===== src/rtl/sdc_dma_upsizer.sv =====
// 32-bit INCR-burst DMA port to DATA_W-wide AXI master adapter.
// Write path packs narrow beats into strobed wide beats; read path unpacks wide beats.

module sdc_dma_wlane (
  input  logic        clk,
  input  logic        rst_n,
  input  logic        load,
  input  logic        clear,
  input  logic [31:0] din,
  output logic [31:0] data,
  output logic [3:0]  strb
);
  always_ff @(posedge clk or negedge rst_n) begin
    if (!rst_n) begin
      data <= '0;
      strb <= '0;
    end else if (clear) begin
      data <= '0;
      strb <= '0;
    end else if (load) begin
      data <= din;
      strb <= 4'hF;
    end
  end
endmodule

module sdc_dma_upsizer #(
  parameter int DATA_W = 64,
  parameter int ADDR_W = 32,
  parameter int ID_W   = 4,
  parameter int AXI_ID = 0
) (
  input  logic                aclk,
  input  logic                aresetn,
  // narrow write
  input  logic [ADDR_W-1:0]   s_aw_addr,
  input  logic [7:0]          s_aw_len,
  input  logic                s_aw_valid,
  output logic                s_aw_ready,
  input  logic [31:0]         s_w_data,
  input  logic                s_w_last,
  input  logic                s_w_valid,
  output logic                s_w_ready,
  output logic [1:0]          s_b_resp,
  output logic                s_b_valid,
  input  logic                s_b_ready,
  // narrow read
  input  logic [ADDR_W-1:0]   s_ar_addr,
  input  logic [7:0]          s_ar_len,
  input  logic                s_ar_valid,
  output logic                s_ar_ready,
  output logic [31:0]         s_r_data,
  output logic [1:0]          s_r_resp,
  output logic                s_r_last,
  output logic                s_r_valid,
  input  logic                s_r_ready,
  // wide write
  output logic [ID_W-1:0]     m_aw_id,
  output logic [ADDR_W-1:0]   m_aw_addr,
  output logic [7:0]          m_aw_len,
  output logic [2:0]          m_aw_size,
  output logic [1:0]          m_aw_burst,
  output logic                m_aw_valid,
  input  logic                m_aw_ready,
  output logic [DATA_W-1:0]   m_w_data,
  output logic [DATA_W/8-1:0] m_w_strb,
  output logic                m_w_last,
  output logic                m_w_valid,
  input  logic                m_w_ready,
  input  logic [1:0]          m_b_resp,
  input  logic                m_b_valid,
  output logic                m_b_ready,
  // wide read
  output logic [ID_W-1:0]     m_ar_id,
  output logic [ADDR_W-1:0]   m_ar_addr,
  output logic [7:0]          m_ar_len,
  output logic [2:0]          m_ar_size,
  output logic [1:0]          m_ar_burst,
  output logic                m_ar_valid,
  input  logic                m_ar_ready,
  input  logic [DATA_W-1:0]   m_r_data,
  input  logic [1:0]          m_r_resp,
  input  logic                m_r_last,
  input  logic                m_r_valid,
  output logic                m_r_ready
);
  localparam int R  = DATA_W / 32;
  localparam int LW = $clog2(R);
  localparam int PW = (LW > 0) ? LW : 1;
  localparam int BW = $clog2(DATA_W / 8);
  localparam logic [PW-1:0] LAST_LANE = PW'(R - 1);
  localparam logic [1:0]    SLVERR    = 2'b10;

  function automatic logic [PW-1:0] lane_of(input logic [ADDR_W-1:0] a);
    return PW'((a >> 2) & ADDR_W'(R - 1));
  endfunction

  function automatic logic [7:0] wide_len(input logic [PW-1:0] l0, input logic [7:0] len);
    logic [9:0] s;
    s = 10'(l0) + 10'(len);
    return 8'(s >> LW);
  endfunction

  function automatic logic [ADDR_W-1:0] align(input logic [ADDR_W-1:0] a);
    return a & ~ADDR_W'(DATA_W / 8 - 1);
  endfunction

  assign m_aw_id    = ID_W'(AXI_ID);
  assign m_ar_id    = ID_W'(AXI_ID);
  assign m_aw_size  = 3'(BW);
  assign m_ar_size  = 3'(BW);
  assign m_aw_burst = 2'b01;
  assign m_ar_burst = 2'b01;

  // ---------------- write path ----------------
  typedef enum logic [1:0] {W_IDLE, W_ADDR, W_DATA, W_RESP} w_state_t;
  w_state_t      w_state;
  logic [PW-1:0] w_ptr;
  logic          w_acc, w_wide_hs;

  assign s_aw_ready = (w_state == W_IDLE);
  assign s_w_ready  = (w_state == W_DATA) && !m_w_valid;
  assign m_b_ready  = (w_state == W_RESP) && !s_b_valid;
  assign w_acc      = s_w_valid && s_w_ready;
  assign w_wide_hs  = m_w_valid && m_w_ready;

  for (genvar i = 0; i < R; i++) begin : g_lane
    sdc_dma_wlane u_lane (
      .clk   (aclk),
      .rst_n (aresetn),
      .load  (w_acc && (w_ptr == PW'(i))),
      .clear (w_wide_hs),
      .din   (s_w_data),
      .data  (m_w_data[32*i +: 32]),
      .strb  (m_w_strb[4*i +: 4])
    );
  end

  always_ff @(posedge aclk or negedge aresetn) begin
    if (!aresetn) begin
      w_state    <= W_IDLE;
      w_ptr      <= '0;
      m_aw_addr  <= '0;
      m_aw_len   <= '0;
      m_aw_valid <= 1'b0;
      m_w_valid  <= 1'b0;
      m_w_last   <= 1'b0;
      s_b_valid  <= 1'b0;
      s_b_resp   <= '0;
    end else begin
      case (w_state)
        W_IDLE: if (s_aw_valid) begin
          m_aw_addr  <= align(s_aw_addr);
          m_aw_len   <= wide_len(lane_of(s_aw_addr), s_aw_len);
          w_ptr      <= lane_of(s_aw_addr);
          m_aw_valid <= 1'b1;
          w_state    <= W_ADDR;
        end
        W_ADDR: if (m_aw_ready) begin
          m_aw_valid <= 1'b0;
          w_state    <= W_DATA;
        end
        W_DATA: begin
          // close the wide beat on the top lane or the burst's final narrow beat
          if (w_acc) begin
            if (w_ptr == LAST_LANE || s_w_last) begin
              m_w_valid <= 1'b1;
              m_w_last  <= s_w_last;
              w_ptr     <= '0;
            end else begin
              w_ptr <= w_ptr + 1'b1;
            end
          end
          if (w_wide_hs) begin
            m_w_valid <= 1'b0;
            m_w_last  <= 1'b0;
            if (m_w_last) w_state <= W_RESP;
          end
        end
        W_RESP: begin
          if (m_b_valid && m_b_ready) begin
            s_b_resp  <= m_b_resp;
            s_b_valid <= 1'b1;
          end
          if (s_b_valid && s_b_ready) begin
            s_b_valid <= 1'b0;
            w_state   <= W_IDLE;
          end
        end
        default: w_state <= W_IDLE;
      endcase
    end
  end

  // ---------------- read path ----------------
  typedef enum logic [1:0] {R_IDLE, R_ADDR, R_DATA} r_state_t;
  r_state_t          r_state;
  logic [PW-1:0]     r_lane0, r_ptr;
  logic [7:0]        r_len, r_cnt;
  logic              r_first, r_mlast, r_drain;
  logic [DATA_W-1:0] r_buf;
  logic [1:0]        r_resp;
  logic              r_buf_valid;
  logic              r_cap, r_fill, r_nhs, r_done;

  // r_drain swallows surplus wide beats after the narrow burst has completed
  assign m_r_ready  = ((r_state == R_DATA) && !r_buf_valid && !r_mlast) || r_drain;
  assign r_cap      = m_r_valid && m_r_ready && !r_drain && (r_state == R_DATA);
  // wide burst ended early: synthesize SLVERR beats for the rest
  assign r_fill     = (r_state == R_DATA) && r_mlast && !r_buf_valid;
  assign r_done     = (r_cnt == r_len);
  assign s_ar_ready = (r_state == R_IDLE);
  assign s_r_valid  = r_buf_valid || r_fill;
  assign s_r_data   = r_buf_valid ? 32'(r_buf >> {r_ptr, 5'b0}) : 32'h0;
  assign s_r_resp   = r_buf_valid ? r_resp : SLVERR;
  assign s_r_last   = (r_state == R_DATA) && r_done;
  assign r_nhs      = s_r_valid && s_r_ready;

  always_ff @(posedge aclk or negedge aresetn) begin
    if (!aresetn) begin
      r_state     <= R_IDLE;
      m_ar_addr   <= '0;
      m_ar_len    <= '0;
      m_ar_valid  <= 1'b0;
      r_lane0     <= '0;
      r_ptr       <= '0;
      r_len       <= '0;
      r_cnt       <= '0;
      r_first     <= 1'b0;
      r_mlast     <= 1'b0;
      r_drain     <= 1'b0;
      r_buf       <= '0;
      r_resp      <= '0;
      r_buf_valid <= 1'b0;
    end else begin
      if (r_drain && m_r_valid && m_r_last) r_drain <= 1'b0;
      case (r_state)
        R_IDLE: if (s_ar_valid) begin
          m_ar_addr  <= align(s_ar_addr);
          m_ar_len   <= wide_len(lane_of(s_ar_addr), s_ar_len);
          m_ar_valid <= 1'b1;
          r_lane0    <= lane_of(s_ar_addr);
          r_len      <= s_ar_len;
          r_cnt      <= '0;
          r_first    <= 1'b1;
          r_mlast    <= 1'b0;
          r_state    <= R_ADDR;
        end
        R_ADDR: if (m_ar_ready) begin
          m_ar_valid <= 1'b0;
          r_state    <= R_DATA;
        end
        R_DATA: begin
          if (r_cap) begin
            r_buf       <= m_r_data;
            r_resp      <= m_r_resp;
            r_buf_valid <= 1'b1;
            r_ptr       <= r_first ? r_lane0 : '0;
            r_first     <= 1'b0;
            if (m_r_last) r_mlast <= 1'b1;
          end
          if (r_nhs) begin
            r_cnt <= r_cnt + 8'd1;
            if (r_ptr == LAST_LANE || r_done) begin
              r_buf_valid <= 1'b0;
              r_ptr       <= '0;
            end else begin
              r_ptr <= r_ptr + 1'b1;
            end
            if (r_done) begin
              r_state <= R_IDLE;
              if (!r_mlast) r_drain <= 1'b1;
            end
          end
        end
        default: r_state <= R_IDLE;
      endcase
    end
  end

endmodule


===== config.mk =====
export PLATFORM = sky130hd
export DESIGN_NAME = sdc_dma_upsizer
export DESIGN_NICKNAME = d
export VERILOG_FILES = /design/src/rtl/sdc_dma_upsizer.sv
export SDC_FILE = /design/constraint.sdc
export NUM_CORES = 1
export LEC_CHECK = 0
export ABC_AREA = 1
export BUFFER_PORTS_ARGS = -buffer_cell sky130_fd_sc_hd__buf_2
export CELL_PAD_IN_SITES_DETAIL_PLACEMENT = 0
export CELL_PAD_IN_SITES_GLOBAL_PLACEMENT = 1
export CORE_ASPECT_RATIO = 2
export CORE_UTILIZATION = 35
export CTS_CLUSTER_DIAMETER = 100
export DETAILED_ROUTE_END_ITERATION = 12
export PLACE_DENSITY = 0.76
export SYNTH_ARGS = -nofsm -noshare
export SYNTH_HDL_FRONTEND = slang
export SYNTH_SLANG_ARGS = --single-unit

===== constraint.sdc =====
create_clock -name aclk -period 1.95 [get_ports aclk]
set_input_delay 0.39 -clock aclk [delete_from_list [all_inputs] [get_ports aclk]]
set_output_delay 0.39 -clock aclk [all_outputs]
set_load 0.02 [all_outputs]

# Yosys cells after proc, flatten, opt, wreduce, memory -nomap -nowiden
# Cells that the tools add are included.
[classes]
addsub = 5
mul = 0
n_div = 0
order_cmp = 0
n_eq_ne = 18
n_shift = 1
mux = 60
bitwise = 1
reduce_logical = 55
[op_table]
columns = ["op", "count"]
rows = [
  ["$mux W32", 5],
  ["$shr A64 B6 Y32", 1],
  ["$mux W1", 31],
  ["$mux W2", 10],
  ["$ne A2 B2 Y1 const B", 10],
  ["$reduce_bool A2 Y1", 10],
  ["$logic_and A1 B1 Y1", 19],
  ["$add A1 B8 Y9", 2],
  ["$reduce_and A3 Y1", 6],
  ["$mux W4", 4],
  ["$mux W8", 2],
  ["$pmux W8 S2", 1],
  ["$reduce_and A2 Y1", 6],
  ["$pmux W1 S2", 5],
  ["$add A8 B1 Y8 const B", 1],
  ["$eq A8 B8 Y1", 1],
  ["$pmux W2 S4", 1],
  ["$reduce_and A4 Y1", 2],
  ["$eq A2 B2 Y1 const B", 3],
  ["$pmux W2 S3", 1],
  ["$logic_not A1 Y1", 5],
  ["$reduce_and A5 Y1", 1],
  ["$eq A2 B1 Y1 const B", 2],
  ["$logic_not A2 Y1", 2],
  ["other kinds (4)", 9],
]
[totals]
reg_bits = 246
latch_bits = 0
ram_bits = 0
romBits = 0
in_bits = 194
out_inout_bits = 218
memories = 0

# Longest topological paths before layout
# Gate-level depths: netlist of run 1.
[depth]
depth_word = 10
ltp_mapped = 11
depth_no_buf = 10

# Modules after synthesis
# Synthesis of run 1 repeated with hierarchy kept, for this count alone.
[hier_totals]
cells_unflattened = 1284
area_unflattened_um2 = 10645.2
[by_module_without_submodules]
columns = ["module", "instances", "cells_each", "area_per_inst_um2"]
rows = [
  ["sdc_dma_upsizer", 1, 992, 7915.1],
  ["sdc_dma_wlane", 2, 146, 1365.1],
]

# Worst setup path after synthesis of run 1
# Ideal clock, no wire load.
[synth_timing]
path_kind = "register to register"
from = "register w_state[0]"
to = "register g_lane[0].u_lane.data[13]"
setup_time_ps = 117
arrival_ps = 1693
slack_ps = 140
stages_incl_launch_ff = 11
n_path_buf = 2
synth_period_minus_slack_ps = 1810
cell_sequence = "dfrtp_1 -> inv_1 -> ha_1 -> inv_2 -> nor2_2 -> nand2_2 -> or2_1 -> buf_6 -> buf_2 -> nand3_1 -> nand2_1"
[synth_between]
elab_chain_cells = 5
[synth_rtl]
columns = ["element", "line_no", "text"]
rows = [
  ["start: declaration", "117", "w_state_t w_state;"],
  ["start signal: assignment", "141", "w_state <= W_IDLE;"],
  ["start signal: assignment", "157", "w_state <= W_ADDR;"],
  ["start signal: assignment", "161", "w_state <= W_DATA;"],
  ["$eq A2 B2 Y1", "122", "assign s_w_ready = (w_state == W_DATA) && !m_w_valid;"],
  ["$logic_and A1 B1 Y1", "122", ""],
  ["via s_w_ready", "43", "output logic s_w_ready,"],
  ["$logic_and A1 B1 Y1", "124", "assign w_acc = s_w_valid && s_w_ready;"],
  ["$logic_and A1 B1 Y1", "131", ".load (w_acc && (w_ptr == PW'(i))),"],
  ["$reduce_bool A2 Y1 (no line)", "n/a", ""],
  ["end signal: assignment", "21", "data <= din;"],
  ["end: declaration", "10", "output logic [31:0] data,"],
]
# The timed path passes the listed nets, and every way through them passes these cells.
# A chain may end at the register's enable or synchronous reset.

# Worst setup path in the final report of run 1
[layout_timing]
from = "register r_cnt[1]"
to = "output s_r_last"
[layout_between]
elab_chain_cells = 2
[layout_rtl]
columns = ["element", "line_no", "text"]
rows = [
  ["start: declaration", "199", "logic [7:0] r_len, r_cnt;"],
  ["start signal: assignment", "263", "r_cnt <= r_cnt + 8'd1;"],
  ["$eq A8 B8 Y1", "211", "assign r_done = (r_cnt == r_len);"],
  ["$logic_and A1 B1 Y1", "216", "assign s_r_last = (r_state == R_DATA) && r_done;"],
  ["end: declaration", "54", "output logic s_r_last,"],
]
# Every way passes these cells.

==> results.txt, run 1 <==
----------------------------------------------------
[Placement]
  Placement Cell Area ... around 13000 um2
  Weighted congestion at the end of routability-driven global placement ... 0.807
  Half-perimeter wire length after placement ... 23.8 mm
  Input/output buffers ... ~380

[Outcome]
  Violated checks ... negative setup slack
  Status ... complete, but fails checks

[Timing]
  Setup tns final ... -0.636 ns
  Number of endpoints with negative hold slack in the final report ... 0
  Pin slew with the least headroom to its limit ... 0.566 ns
  Skew final ... between 0.01 and 0.015 ns
  Clock period minus final worst setup slack ... 2.03 ns
  Post-route setup slack ... -0.0776 ns
  Max_slew headroom ... 62.2%
  Maximum clock rate ... 0.493 GHz
  Final setup violating endpoints ... 17
  Post-route clock period utilization ... 104%
  Max Transition Viols Final ... 0
  Min Hold Slack ... 0.0517 ns
  Setup repair after global routing missed its margin ... yes

[Routing]
  Number of DRC violations after detailed-routing iteration 0 ... 391
  Via count normalized by instance count ... ~4.7
  Vias post-DR ... roughly 10000
  Remaining DRCs ... 0
  Initial DRT Pass Iterations ... 5
  Aggregate routed wire length ... roughly 34 mm
  Routed len/inst ... 15.9 um
  DRT antenna net count ... 0

[Clock network]
  CTS tree ... yes
  Clk sink count ... 240
  Buffers from clock root to sink, at most ... 3
  Post-CTS clock slew at the launch and capture registers of the worst setup and hold paths ... 0.06 ns
  TritonCTS buffer count ... 24
  Clock insertion delay at the later pin of the skew report ... 0.53 ns
  CTS Root Cell ... clkbuf_16
  Max H-tree Level ... 1

[Yosys]
  Seq cells post-synth ... 240
  Synth cell types ... 35
  Synthesized cell area ... 10800 um2
  Post-synthesis sequential area ratio ... 55.4%
  Synthesized area per cell ... approximately 8.0 um2
  Number of instances in the synthesized netlist ... 1352
  Number of warnings reported in the yosys synthesis log ... 0

[Global routing]
  Vias in the first global route ... 9729
  Overflow after GRT ... 0
  Met1 demand-to-capacity share in global routing ... 23.2%
  GRT Max-Usage Layer ... met2
  Global-route wire length before repair ... 52.5 mm
  Pin count of the biggest net entering global routing ... 86
  Met2 global-route usage ... 39.2%
  Met3 Use GR ... 3.66%
  Initial antenna violation count ... 5
  GRT Overall Usage ... 21.0%

[Floorplanning]
  Area of the core region ... 30300 um2
  Total I/O pin count ... 412
  Count of standard-cell rows ... 90
  Horizontal die dimension ... 126 um
  Area enclosed by the die boundary ... 31700 um2
  Initial core utilization ... a little over a third
  Die boundary height ... 251 um

[Layout]
  Area occupied by multi-input gates ... 4200 um2
  Filler cell count ... about 3000
  Fin nets ... between 1500 and 2000
  Fraction of final layout cells sized beyond drive strength 1 ... 31.1%
  Summed area of non-filler cells in the final layout ... roughly 15000 um2
  FF/Latch Area ... 6010 um2
  Area growth syn-to-layout ... 34.7%

[Worst setup path]
  Type of the setup path with the least slack ... reg2out
  Total stage count of the critical path ... 8
  Dominant cell type by count on the critical path ... nand2_1
  Delay of the slowest critical-path stage ... 0.42 ns
  Crit. End Element ... output pin
  Crit path DAT ... about 1.6 ns
  Cell class contributing the biggest share of worst-path delay ... simple AND/OR/NAND/NOR gates
  Critical path peak fanout ... 4
  Critical path launch point ... r_cnt[1]
  Worst Path Required ... 1.56 ns
  Crit path cell chain ... inv_1 -> nand2_1 -> nand2_1 -> nand2_1 -> nor2_2 -> nand2_2 -> nor2_4 -> buf_6
  R2r worst-path depth ... 9
  Worst path slowest cell ... dfrtp_1
  Register-to-register setup slack ... 0.16 ns
  Worst flop-to-flop path startpoint ... r_buf_valid
  Crit path buffers/inverters ... 2
  Critical path capture point ... s_r_last
  Worst flop-to-flop path endpoint ... r_buf[21]
  Category of the worst setup path launch point ... flip-flop

[Pwr]
  Worst voltage drop across the vdd grid ... 874 uV
  Leakage power of the design ... 0.00837 uW
  Total chip power ... 24500 uW
  Pwr Density ... 1680 nW/um2

[Job]
  Max-cap viol count ... 0

[Min path]
  Hold crit path type ... in2reg

----------------------------------------------------
[synthesized netlist by cell type]
cell      number  area share, %
buf_4         36            2.5
inv_2          4           0.14
or2_2          5           0.29
nand2_1      606             21
ha_1           8           0.92
a21boi_1       1          0.069
mux2_2         2           0.21
buf_2         22            1.0
or2_1          1          0.058
o22ai_1        1          0.058
o31ai_1        2           0.14
nand3_1       79            3.6
nor2_1       126            4.4
dfrtp_1      240             55
a31oi_1        3           0.17
xor2_1         1          0.081
nand2_8        1           0.18
o211ai_1       2           0.14
nor3_1         6           0.28
nand2_2        4           0.23
conb_1         2          0.069
a31o_2         1          0.081
xnor2_1        4           0.32
o211ai_2       1           0.12
o21a_1         2           0.14
buf_6          5           0.52
nor2_2         2           0.12
o21ai_0       59            2.7
a21oi_1       14           0.65
buf_1          7           0.24
nor3_2         1          0.092
inv_1         75            2.6
nand4_1        4           0.23
buf_12         3           0.55
clkbuf_1      22           0.76
[where the power goes]
part	leakage (uW)	switching, uW	internal [uW]	total, uW
combinational	0.00492	6770	4060	10800
clock	0.000436	2000	3160	5160
sequential	0.00301	1330	7200	8540
[worst reg2reg max path: stages (launching register included)]
cell and delay, ns:
dfrtp_2 0.46, buf_12 0.16, nor3_4 0.19, buf_4 0.14
buf_4 0.09, nand2_2 0.06, inv_2 0.12, buf_12 0.29
nand2_1 0.16, nand2_1 0.07
[registers in the layout, indices dropped and copies added, names as in the netlist, 8 cells and up]
register,count
g_lane.u_lane.data,64
r_len,8
m_ar_addr,29
r_cnt,8
m_aw_addr,29
m_ar_len,8
r_buf,64
m_aw_len,8
[metal layers]
layer,vias to the layer above,part of all wire (%)
met5,-,0
met4,0,2.7
met3,52,6.0
met2,317,55
met1,4699,36
li1,4913,-
[worst min path at each step]
stage	from	endpoint	slack [ns]	cells after the start
2_1_floorplan	aresetn	g_lane[0].u_lane.data[0]	0.09	0
3_3_place_gp	aresetn	r_buf[38]	0.20	1
3_5_place_dp	aresetn	r_buf[38]	0.20	1
4_1_cts	s_aw_addr[24]	m_aw_addr[24]	0.01	3
5_1_grt	s_aw_addr[30]	m_aw_addr[30]	0.04	3
6_report	s_aw_addr[24]	m_aw_addr[24]	0.05	3
[cell usage in the layout (no fill, tap or decap), types with 5 or more instances in the layout]
cell type	instances
buf_4	68
ha_1	5
buf_12	14
nor2_1	107
inv_2	8
nor3_1	6
nand2_1	603
o21ai_0	45
buf_2	345
o21ai_2	10
a21oi_1	14
clkbuf_16	26
clkbuf_8	8
nand2_2	6
diode_2	5
inv_1	70
nor2_2	14
nand3_1	79
conb_1	24
nor2_4	7
buf_6	13
dfrtp_1	237
[through the flow]
stage	util [%]	instances	setup WS, ns
after global placement	43.0	2056	0.153
final	48.2	2140	-0.0776
after detailed placement	43.0	2056	0.0490
after global routing	48.2	2139	-0.170
after CTS	47.0	2119	-0.128
after floorplan	-	1374	0.140
[logic make-up (layout without fill, tap and decap cells)]
family                     count (synthesis)  in the layout  share of synthesized area [%]
and+or+nand+nor                          835            835                           30.4
DFF                                      240            240                           55.4
buffers and inverters                    174            567                           8.32
AOI/OAI and AO/OA                         86             86                           4.28
adders and majority gates                  8              8                          0.923
xor gates and xnor gates                   5              5                          0.404
other                                      2             29                         0.0692
muxes                                      2              2                          0.208
[layout make-up]
type	count	area share (%)
Inverter	79	2.05
Multi-Input combinational cell	960	28.7
Timing Repair Buffer	446	18.9
Clock inverter	7	0.925
Tap cell	368	3.15
Sequential cell	240	41.1
Antenna cell	5	0.0856
Clock buffer	35	5.09
[what timing repair did]
action | CTS | global route
hold buffers | 1 | 0
hold endpoints to repair | 240 | 0
pin swaps | 14 | 23
cloned | 0 | 3
buffers inserted | 20 | 13
endpoints found under the setup margin | 39 | 38
gates resized for setup | 56 | 78
No activity file was read; power rests on OpenSTA's default activity.
==> run 2, diff against run 1 <==
--- a/config.mk
+++ b/config.mk
@@ -5,15 +5,14 @@
 export SDC_FILE = /design/constraint.sdc
 export NUM_CORES = 1
 export LEC_CHECK = 0
-export ABC_AREA = 1
 export BUFFER_PORTS_ARGS = -buffer_cell sky130_fd_sc_hd__buf_2
 export CELL_PAD_IN_SITES_DETAIL_PLACEMENT = 0
 export CELL_PAD_IN_SITES_GLOBAL_PLACEMENT = 1
 export CORE_ASPECT_RATIO = 2
-export CORE_UTILIZATION = 35
+export CORE_UTILIZATION = 36
 export CTS_CLUSTER_DIAMETER = 100
 export DETAILED_ROUTE_END_ITERATION = 12
-export PLACE_DENSITY = 0.76
+export PLACE_DENSITY = 0.75
 export SYNTH_ARGS = -nofsm -noshare
 export SYNTH_HDL_FRONTEND = slang
 export SYNTH_SLANG_ARGS = --single-unit
==> results.txt, run 2 <==
----------------------------------------------------
[Outcome]
  Status ... complete, but fails checks
  Violated checks ... negative setup slack

[Worst setup path]
  Crit path buffers/inverters ... 1 (-1)
  Cell class contributing the biggest share of worst-path delay ... simple AND/OR/NAND/NOR gates
  Critical path peak fanout ... 2 (-2)
  Crit path cell chain ... xor2_1 -> nor4_2 -> nand2_1 -> nor2_1 -> buf_4
  Crit path DAT ... 1.83 ns (+0.19 ns)
  Register-to-register setup slack ... 0.06 ns (-0.10 ns)
  Worst Path Required ... 1.56 ns (about the same)
  Worst path slowest cell ... dfrtp_2
  Delay of the slowest critical-path stage ... 0.41 ns (about the same)
  Crit. End Element ... output pin
  Type of the setup path with the least slack ... reg2out
  Category of the worst setup path launch point ... flip-flop

[Yosys]
  Share of synthesized flip-flops with an asynchronous set or reset ... 100% (unchanged)
  Adder and majority cell fraction of the synthesized area ... 0.958% (+0.035 points)
  Synthesized-area fraction occupied by ao, oa, aoi and oai cells ... 5.46% (+1.2 points)
  Top flip-flop cell by instance count after synthesis ... dfrtp_1
  Synth top area share ... 57.5% (+2.1 points)
  Number of enable flip-flop cells after synthesis ... 0 (unchanged)
  Cell types with the largest area share after synthesis ... dfrtp_1, mux2_2, nand2_1, a21oi_1, mux2i_1
  Post-synthesis sequential area ratio ... 57.5% (+2.1 points)
  Synth top cells by count ... nand2_1, dfrtp_1, mux2_2
  Simple-Gate Fraction of Synth Area ... 15.3% (-15 points)
  Number of warnings reported in the yosys synthesis log ... 0 (unchanged)
  Dominant cell by count in the synthesized netlist ... nand2_1
  Share of the synthesized netlist area taken by xor and xnor gates ... 2.01% (+1.6 points)
  Main combinational cell family by area after synthesis ... simple AND/OR/NAND/NOR gates
  Post-synthesis cell type with the largest combined area ... dfrtp_1
  Synthesized cell area ... 10400 um2 (-3.7%)
  Number of instances in the synthesized netlist ... 998 (-26%)
  Multiplexer fraction of the synthesized cell area ... 14.0% (+14 points)
  Synth cell types ... 46 (+31%)
  Synthesized area per cell ... 10.5 um2 (+30%)
  Seq cells post-synth ... 240 (unchanged)

[Global routing]
  Overflow after GRT ... 0 (unchanged)
  Vias in the first global route ... 8772 (-9.8%)
  Pin count of the biggest net entering global routing ... 57 (-34%)
  GRT Overall Usage ... 20.4% (-0.61 points)
  Initial antenna violation count ... 7 (+2)
  Global-route wire length before repair ... 47.3 mm (-9.8%)

[Timing]
  Max Transition Viols Final ... 0 (unchanged)
  Final setup violating endpoints ... 34 (+17)
  Clock period minus final worst setup slack ... 2.22 ns (+0.191 ns)
  Skew final ... 0.0126 ns (+0.0000212 ns)
  Setup repair after global routing missed its margin ... yes
  Post-route clock period utilization ... 114% (+9.8 points)
  Min Hold Slack ... 0.0506 ns (-0.00112 ns)
  Maximum clock rate ... 0.451 GHz (-8.6%)
  Number of endpoints with negative hold slack in the final report ... 0 (unchanged)
  Post-route setup slack ... -0.269 ns (-0.191 ns)

[Layout]
  Commonest cells after routing, fill and taps aside ... buf_2, nand2_1, dfrtp_1
  Area growth syn-to-layout ... 35.4%
  Summed area of non-filler cells in the final layout ... 14100 um2 (-3.2%)
  Filler cell count ... 2704 (-11%)
  Fin nets ... 1600 (-18%)
  Final Util ... 49.8% (+1.5 points)
  Most common library cell in the layout ignoring fill and taps ... buf_2
  Fraction of final layout cells sized beyond drive strength 1 ... 42.9% (+12 points)
  Largest registers ... g_lane.u_lane.data (64), r_buf (64)

[Floorplanning]
  Area of the core region ... 28400 um2 (-6.2%)
  Die boundary height ... 243 um (-3.2%)
  Total I/O pin count ... 412 (unchanged)
  Horizontal die dimension ... 122 um (-3.2%)
  Initial core utilization ... 36.8% (+0.96 points)
  Area enclosed by the die boundary ... 29700 um2 (-6.3%)
  Count of standard-cell rows ... 87 (-3.3%)

[Routing]
  Aggregate routed wire length ... 30.4 mm (-11%)
  Number of DRC violations after detailed-routing iteration 0 ... 270 (-31%)
  Via count normalized by instance count ... 4.77 (+2.3%)
  Initial DRT Pass Iterations ... 4 (-1)
  Remaining DRCs ... 0 (unchanged)
  DRT antenna net count ... 0 (unchanged)
  Vias post-DR ... 8457 (-15%)
  Routed len/inst ... 17.1 um (+7.7%)

[Job]
  Max-cap viol count ... 0 (unchanged)

[Clock network]
  TritonCTS buffer count ... 24 (unchanged)
  Buffers from clock root to sink, at most ... 3 (unchanged)
  CTS Root Cell ... clkbuf_16
  Clk sink count ... 240 (unchanged)
  Max H-tree Level ... 1 (unchanged)
  Post-CTS clock slew at the launch and capture registers of the worst setup and hold paths ... 0.06 ns (about the same)
  Clock insertion delay at the later pin of the skew report ... 0.52 ns (about the same)
  CTS tree ... yes

[Min path]
  Hold crit path type ... in2reg

[Pwr]
  Worst voltage drop across the vdd grid ... 938 uV (+7.4%)
  Leakage power of the design ... 0.00721 uW (-14%)
  Pwr Density ... 1650 nW/um2 (-1.4%)

[Placement]
  Placement Cell Area ... 12900 um2 (-0.91%)
  Half-perimeter wire length after placement ... 21.7 mm (-8.7%)
  Input/output buffers ... 383 (unchanged)
  Minimum setup slack after placement ... 0.0138 ns (-0.0352 ns)
  Weighted congestion at the end of routability-driven global placement ... 0.813 (+0.76%)

----------------------------------------------------
-- run 2: final cells by class --
cell class                 instances  area (um2)  area share (%)
antenna                            3        7.51          0.0531
clock buffer                      35         703            4.97
clock inverter                     7        91.3           0.646
inverter                           8        35.0           0.248
multi-input combinational        686        4140            29.3
sequential                       240        6010            42.5
tap                              356         445            3.15
timing repair buffer             438        2710            19.1
-- run 2: path summary, 6_finish.rpt --
path | start | to | cells after the start
hold reg to reg | m_ar_addr[31] | m_ar_addr[31] | 2
min in group asynchronous | aresetn | g_lane[0].u_lane.data[0] | 2
setup / recovery | r_cnt[0] | s_r_last | 5
max in group asynchronous | aresetn | m_aw_addr[27] | 3
setup reg to reg | r_mlast | r_buf[25] | 4
hold / removal | s_ar_addr[8] | m_ar_addr[8] | 3
-- run 2: metal layers --
metal  share of wire [%]  global-route usage [%]  up-vias
met3                 7.8                    5.40       45
met4                 2.2                    6.42        6
met2                  55                    38.3      301
met5                0.13                       0        -
met1                  35                    21.3     4072
li1                    -                       -     4033
-- run 2: timing repair --
item,CTS,global route
buffers inserted,11,6
setup endpoints to repair,46,100
endpoints found under the hold margin,42,0
gates resized for setup,75,22
gates cloned,4,0
pin swaps,2,6
hold buffers,1,0
-- run 2: worst register-to-register path, cell delays in order (launching register included) --
cell,delay (ns)
dfrtp_1,0.38
or4b_4,0.57
or2_4,0.28
buf_12,0.18
mux2_2,0.36
-- run 2: power breakdown --
| group | internal, uW | leakage, uW | switching, uW |
|---|---|---|---|
| logic | 4560 | 0.00379 | 5980 |
| registers | 7020 | 0.00303 | 1130 |
| clock network | 2760 | 0.000389 | 1940 |
-- run 2: cells by family after synthesis --
| family | count (synthesis) |
|---|---|
| simple gates | 389 |
| flops | 240 |
| buf+inv | 94 |
| other cells | 2 |
| mux | 134 |
| xor+xnor | 24 |
| compound gates | 107 |
| fa+ha+maj | 8 |
-- run 2: metrics by stage --
step                setup TNS [ns]  cells  total power [uW]
floorplan                    -1.40   1020             14300
global placement                 0   1711             17600
finish                       -2.39   1773             23400
CTS                          -3.74   1769             23700
global route                 -5.27   1773             25000
detailed placement               0   1711             17900
==> run 3, diff against run 2 <==
==> config.mk (replaced) <==
export PLATFORM = sky130hd
export DESIGN_NAME = sdc_dma_upsizer
export DESIGN_NICKNAME = d
export VERILOG_FILES = /design/src/rtl/sdc_dma_upsizer.sv
export SDC_FILE = /design/constraint.sdc
export NUM_CORES = 1
export LEC_CHECK = 0
export CELL_PAD_IN_SITES_DETAIL_PLACEMENT = 0
export CELL_PAD_IN_SITES_GLOBAL_PLACEMENT = 1
export CORE_AREA = 2 2 162 164
export CTS_CLUSTER_DIAMETER = 100
export DETAILED_ROUTE_END_ITERATION = 12
export DIE_AREA = 0 0 164 166
export DONT_BUFFER_PORTS = 1
export PLACE_DENSITY = 0.66
export SYNTH_ARGS = -nofsm -noshare
export SYNTH_HDL_FRONTEND = slang
export SYNTH_SLANG_ARGS = --single-unit
==> results.txt, run 3 (same netlist as run 2, synthesis figures left out) <==
----------------------------------------------------
[Floorplanning]
  Die boundary height ... 166 um (-32%)
  Area enclosed by the die boundary ... 27200 um2 (-8.5%)
  Initial core utilization ... 40.8% (+4.0 points)
  Horizontal die dimension ... 164 um (+34%)
  Total I/O pin count ... 412 (unchanged)
  Count of standard-cell rows ... 59 (-32%)
  Area of the core region ... 25600 um2 (-9.8%)

[Worst setup path]
  Crit path DAT ... 1.84 ns (about the same)
  Delay of the slowest critical-path stage ... 0.43 ns (+0.02 ns)
  Worst Path Required ... 1.56 ns (about the same)
  Crit. End Element ... output pin
  Worst path slowest cell ... dfrtp_1
  Critical path peak fanout ... 4 (+2)
  Category of the worst setup path launch point ... flip-flop
  Crit path cell chain ... xor2_1 -> nor4_2 -> buf_4 -> nand2_4 -> nor2_4 -> buf_6
  Type of the setup path with the least slack ... reg2out

[Clock network]
  Buffers from clock root to sink, at most ... 3 (unchanged)
  Clock insertion delay at the later pin of the skew report ... 0.54 ns (+0.02 ns)
  Max H-tree Level ... 1 (unchanged)
  TritonCTS buffer count ... 28 (+17%)
  CTS tree ... yes
  Post-CTS clock slew at the launch and capture registers of the worst setup and hold paths ... 0.06 ns (about the same)
  CTS Root Cell ... clkbuf_16
  Clk sink count ... 240 (unchanged)

[Layout]
  Commonest cells after routing, fill and taps aside ... nand2_1, dfrtp_1, dlygate4sd3_1
  Fin nets ... 1410 (-12%)
  Area occupied by multi-input gates ... 4130 um2 (-0.27%)
  Diodes inserted ... 0 (-3)
  Area growth syn-to-layout ... 34.3%
  Fraction of final layout cells sized beyond drive strength 1 ... 20.2% (-23 points)
  FF/Latch Area ... 6010 um2 (about the same)
  Largest registers ... g_lane.u_lane.data (64), r_buf (64)
  Filler cell count ... 2218 (-18%)
  Most common library cell in the layout ignoring fill and taps ... nand2_1

[Timing]
  Pin slew with the least headroom to its limit ... 0.695 ns
  Max Transition Viols Final ... 0 (unchanged)
  Min Hold Slack ... -0.449 ns (-0.500 ns)
  Post-route clock period utilization ... 114% (+0.50 points)
  Maximum clock rate ... 0.449 GHz (-0.44%)
  Max_slew headroom ... 53.6%
  Number of endpoints with negative hold slack in the final report ... 240 (+240)
  Post-route setup slack ... -0.278 ns (-0.00974 ns)
  Setup repair after global routing missed its margin ... yes
  Final setup violating endpoints ... 34 (unchanged)
  Skew final ... 0.00736 ns (-0.00528 ns)
  Clock period minus final worst setup slack ... 2.23 ns (+0.00974 ns)

[Routing]
  Number of DRC violations after detailed-routing iteration 0 ... 329 (+22%)
  DRT antenna net count ... 0 (unchanged)
  Initial DRT Pass Iterations ... 6 (+2)
  Remaining DRCs ... 0 (unchanged)
  Routed len/inst ... 17.7 um (+3.1%)
  Vias post-DR ... 7732 (-8.6%)
  Aggregate routed wire length ... 27.6 mm (-9.0%)
  Via count normalized by instance count ... 4.94 (+3.6%)

[Pwr]
  Worst voltage drop across the vdd grid ... 1050 uV (+11%)
  Total chip power ... 22800 uW (-2.5%)
  Share of total power consumed by net switching ... 38.2% (-0.49 points)
  Power Internal ... 14100 uW (-1.7%)
  Sequential share of power ... 43.5% (+8.7 points)
  Gate power share ... 32.6% (-13 points)
  Leakage power of the design ... 0.00642 uW (-11%)
  Share of total power in the clock network ... 23.9% (+3.8 points)
  Pwr Density ... 1630 nW/um2 (-1.7%)
  Switching Power ... 8720 uW (-3.7%)

[Outcome]
  Status ... complete, but fails checks
  Violated checks ... negative hold slack, negative setup slack

[Global routing]
  Vias in the first global route ... 8267 (-5.8%)
  Global-route wire length before repair ... 43.4 mm (-8.3%)
  Pin count of the biggest net entering global routing ... 241 (+320%)
  Initial antenna violation count ... 0 (-7)
  Overflow after GRT ... 0 (unchanged)
  GRT Overall Usage ... 19.6% (-0.76 points)

[Placement]
  Input/output buffers ... 0 (-100%)
  Half-perimeter wire length after placement ... 17.3 mm (-20%)
  Weighted congestion at the end of routability-driven global placement ... 0.768 (-5.5%)

[Min path]
  Hold crit path type ... in2async

[Job]
  Max-cap viol count ... 0 (unchanged)

----------------------------------------------------
-- run 3: cell type report --
type / instances / area share (%)
inverter: 8 / 0.223
timing repair buffer: 244 / 17.6
clock buffer: 45 / 6.17
sequential: 240 / 42.8
multi-input combinational: 686 / 29.5
tap: 335 / 2.99
clock inverter: 7 / 0.785
-- run 3: critical path: cells and delay by family (launching register included) --
family	cells	cell delay (ns)
buf+inv	2	0.29
simple gates	3	0.41
xor+xnor	1	0.17
flops	1	0.43
-- run 3: power by group through the flow --
stage                     Clock [uW]  Combinational [uW]  Sequential, uW
after floorplan                    0                4910            9420
after global placement             0                6600            9900
after detailed placement           0                6740            9940
after CTS                       5570                7290            9910
after global routing            5800                8170           10200
final                           5450                7450            9930
-- run 3: path summary, 6_finish.rpt --
kind                        startpoint     endpoint  slack, ns  cells past startpoint
setup / recovery              r_cnt[4]     s_r_last      -0.28                      6
setup reg to reg            r_state[0]    r_buf[38]       0.07                      4
min in group aclk          m_r_data[4]     r_buf[4]       0.02                      1
max in group asynchronous      aresetn        r_ptr       1.77                      0
hold reg to reg                r_first      r_first       0.47                      2
hold / removal                 aresetn  m_ar_len[7]      -0.45                      0
-- run 3: what timing repair did --
action | 4_1_cts | 5_1_grt
buffers inserted | 4 | 4
cloned | 2 | 1
endpoints found under the setup margin | 37 | 38
resized for setup | 22 | 12
hold buffers | 155 | 11
endpoints found under the hold margin | 426 | 251
pin swaps | 5 | 3
-- run 3: routing by layer --
| metal | vias to the layer above | share of wire [%] | GRT usage, % |
|---|---|---|---|
| li1 | 3649 | - | - |
| met1 | 3751 | 39 | 22.6 |
| met2 | 280 | 49 | 33.7 |
| met3 | 52 | 9.0 | 7.09 |
| met4 | 0 | 3.1 | 6.45 |
| met5 | - | 0 | 0 |
-- run 3: stage by stage --
stage | std cells | setup WS (ns) | instance area (um2) | setup TNS [ns] | utilization, %
finish | 1565 | -0.278 | 14000 | -2.71 | 54.8
global route | 1565 | -0.375 | 14000 | -5.26 | 54.8
CTS | 1549 | -0.355 | 13800 | -3.95 | 54.0
detailed placement | 1336 | -0.0326 | 11200 | -0.0326 | 43.5
global placement | 1336 | -0.0560 | 11200 | -0.0560 | 43.5
floorplan | 1020 | -0.0401 | 10500 | -1.40 | -
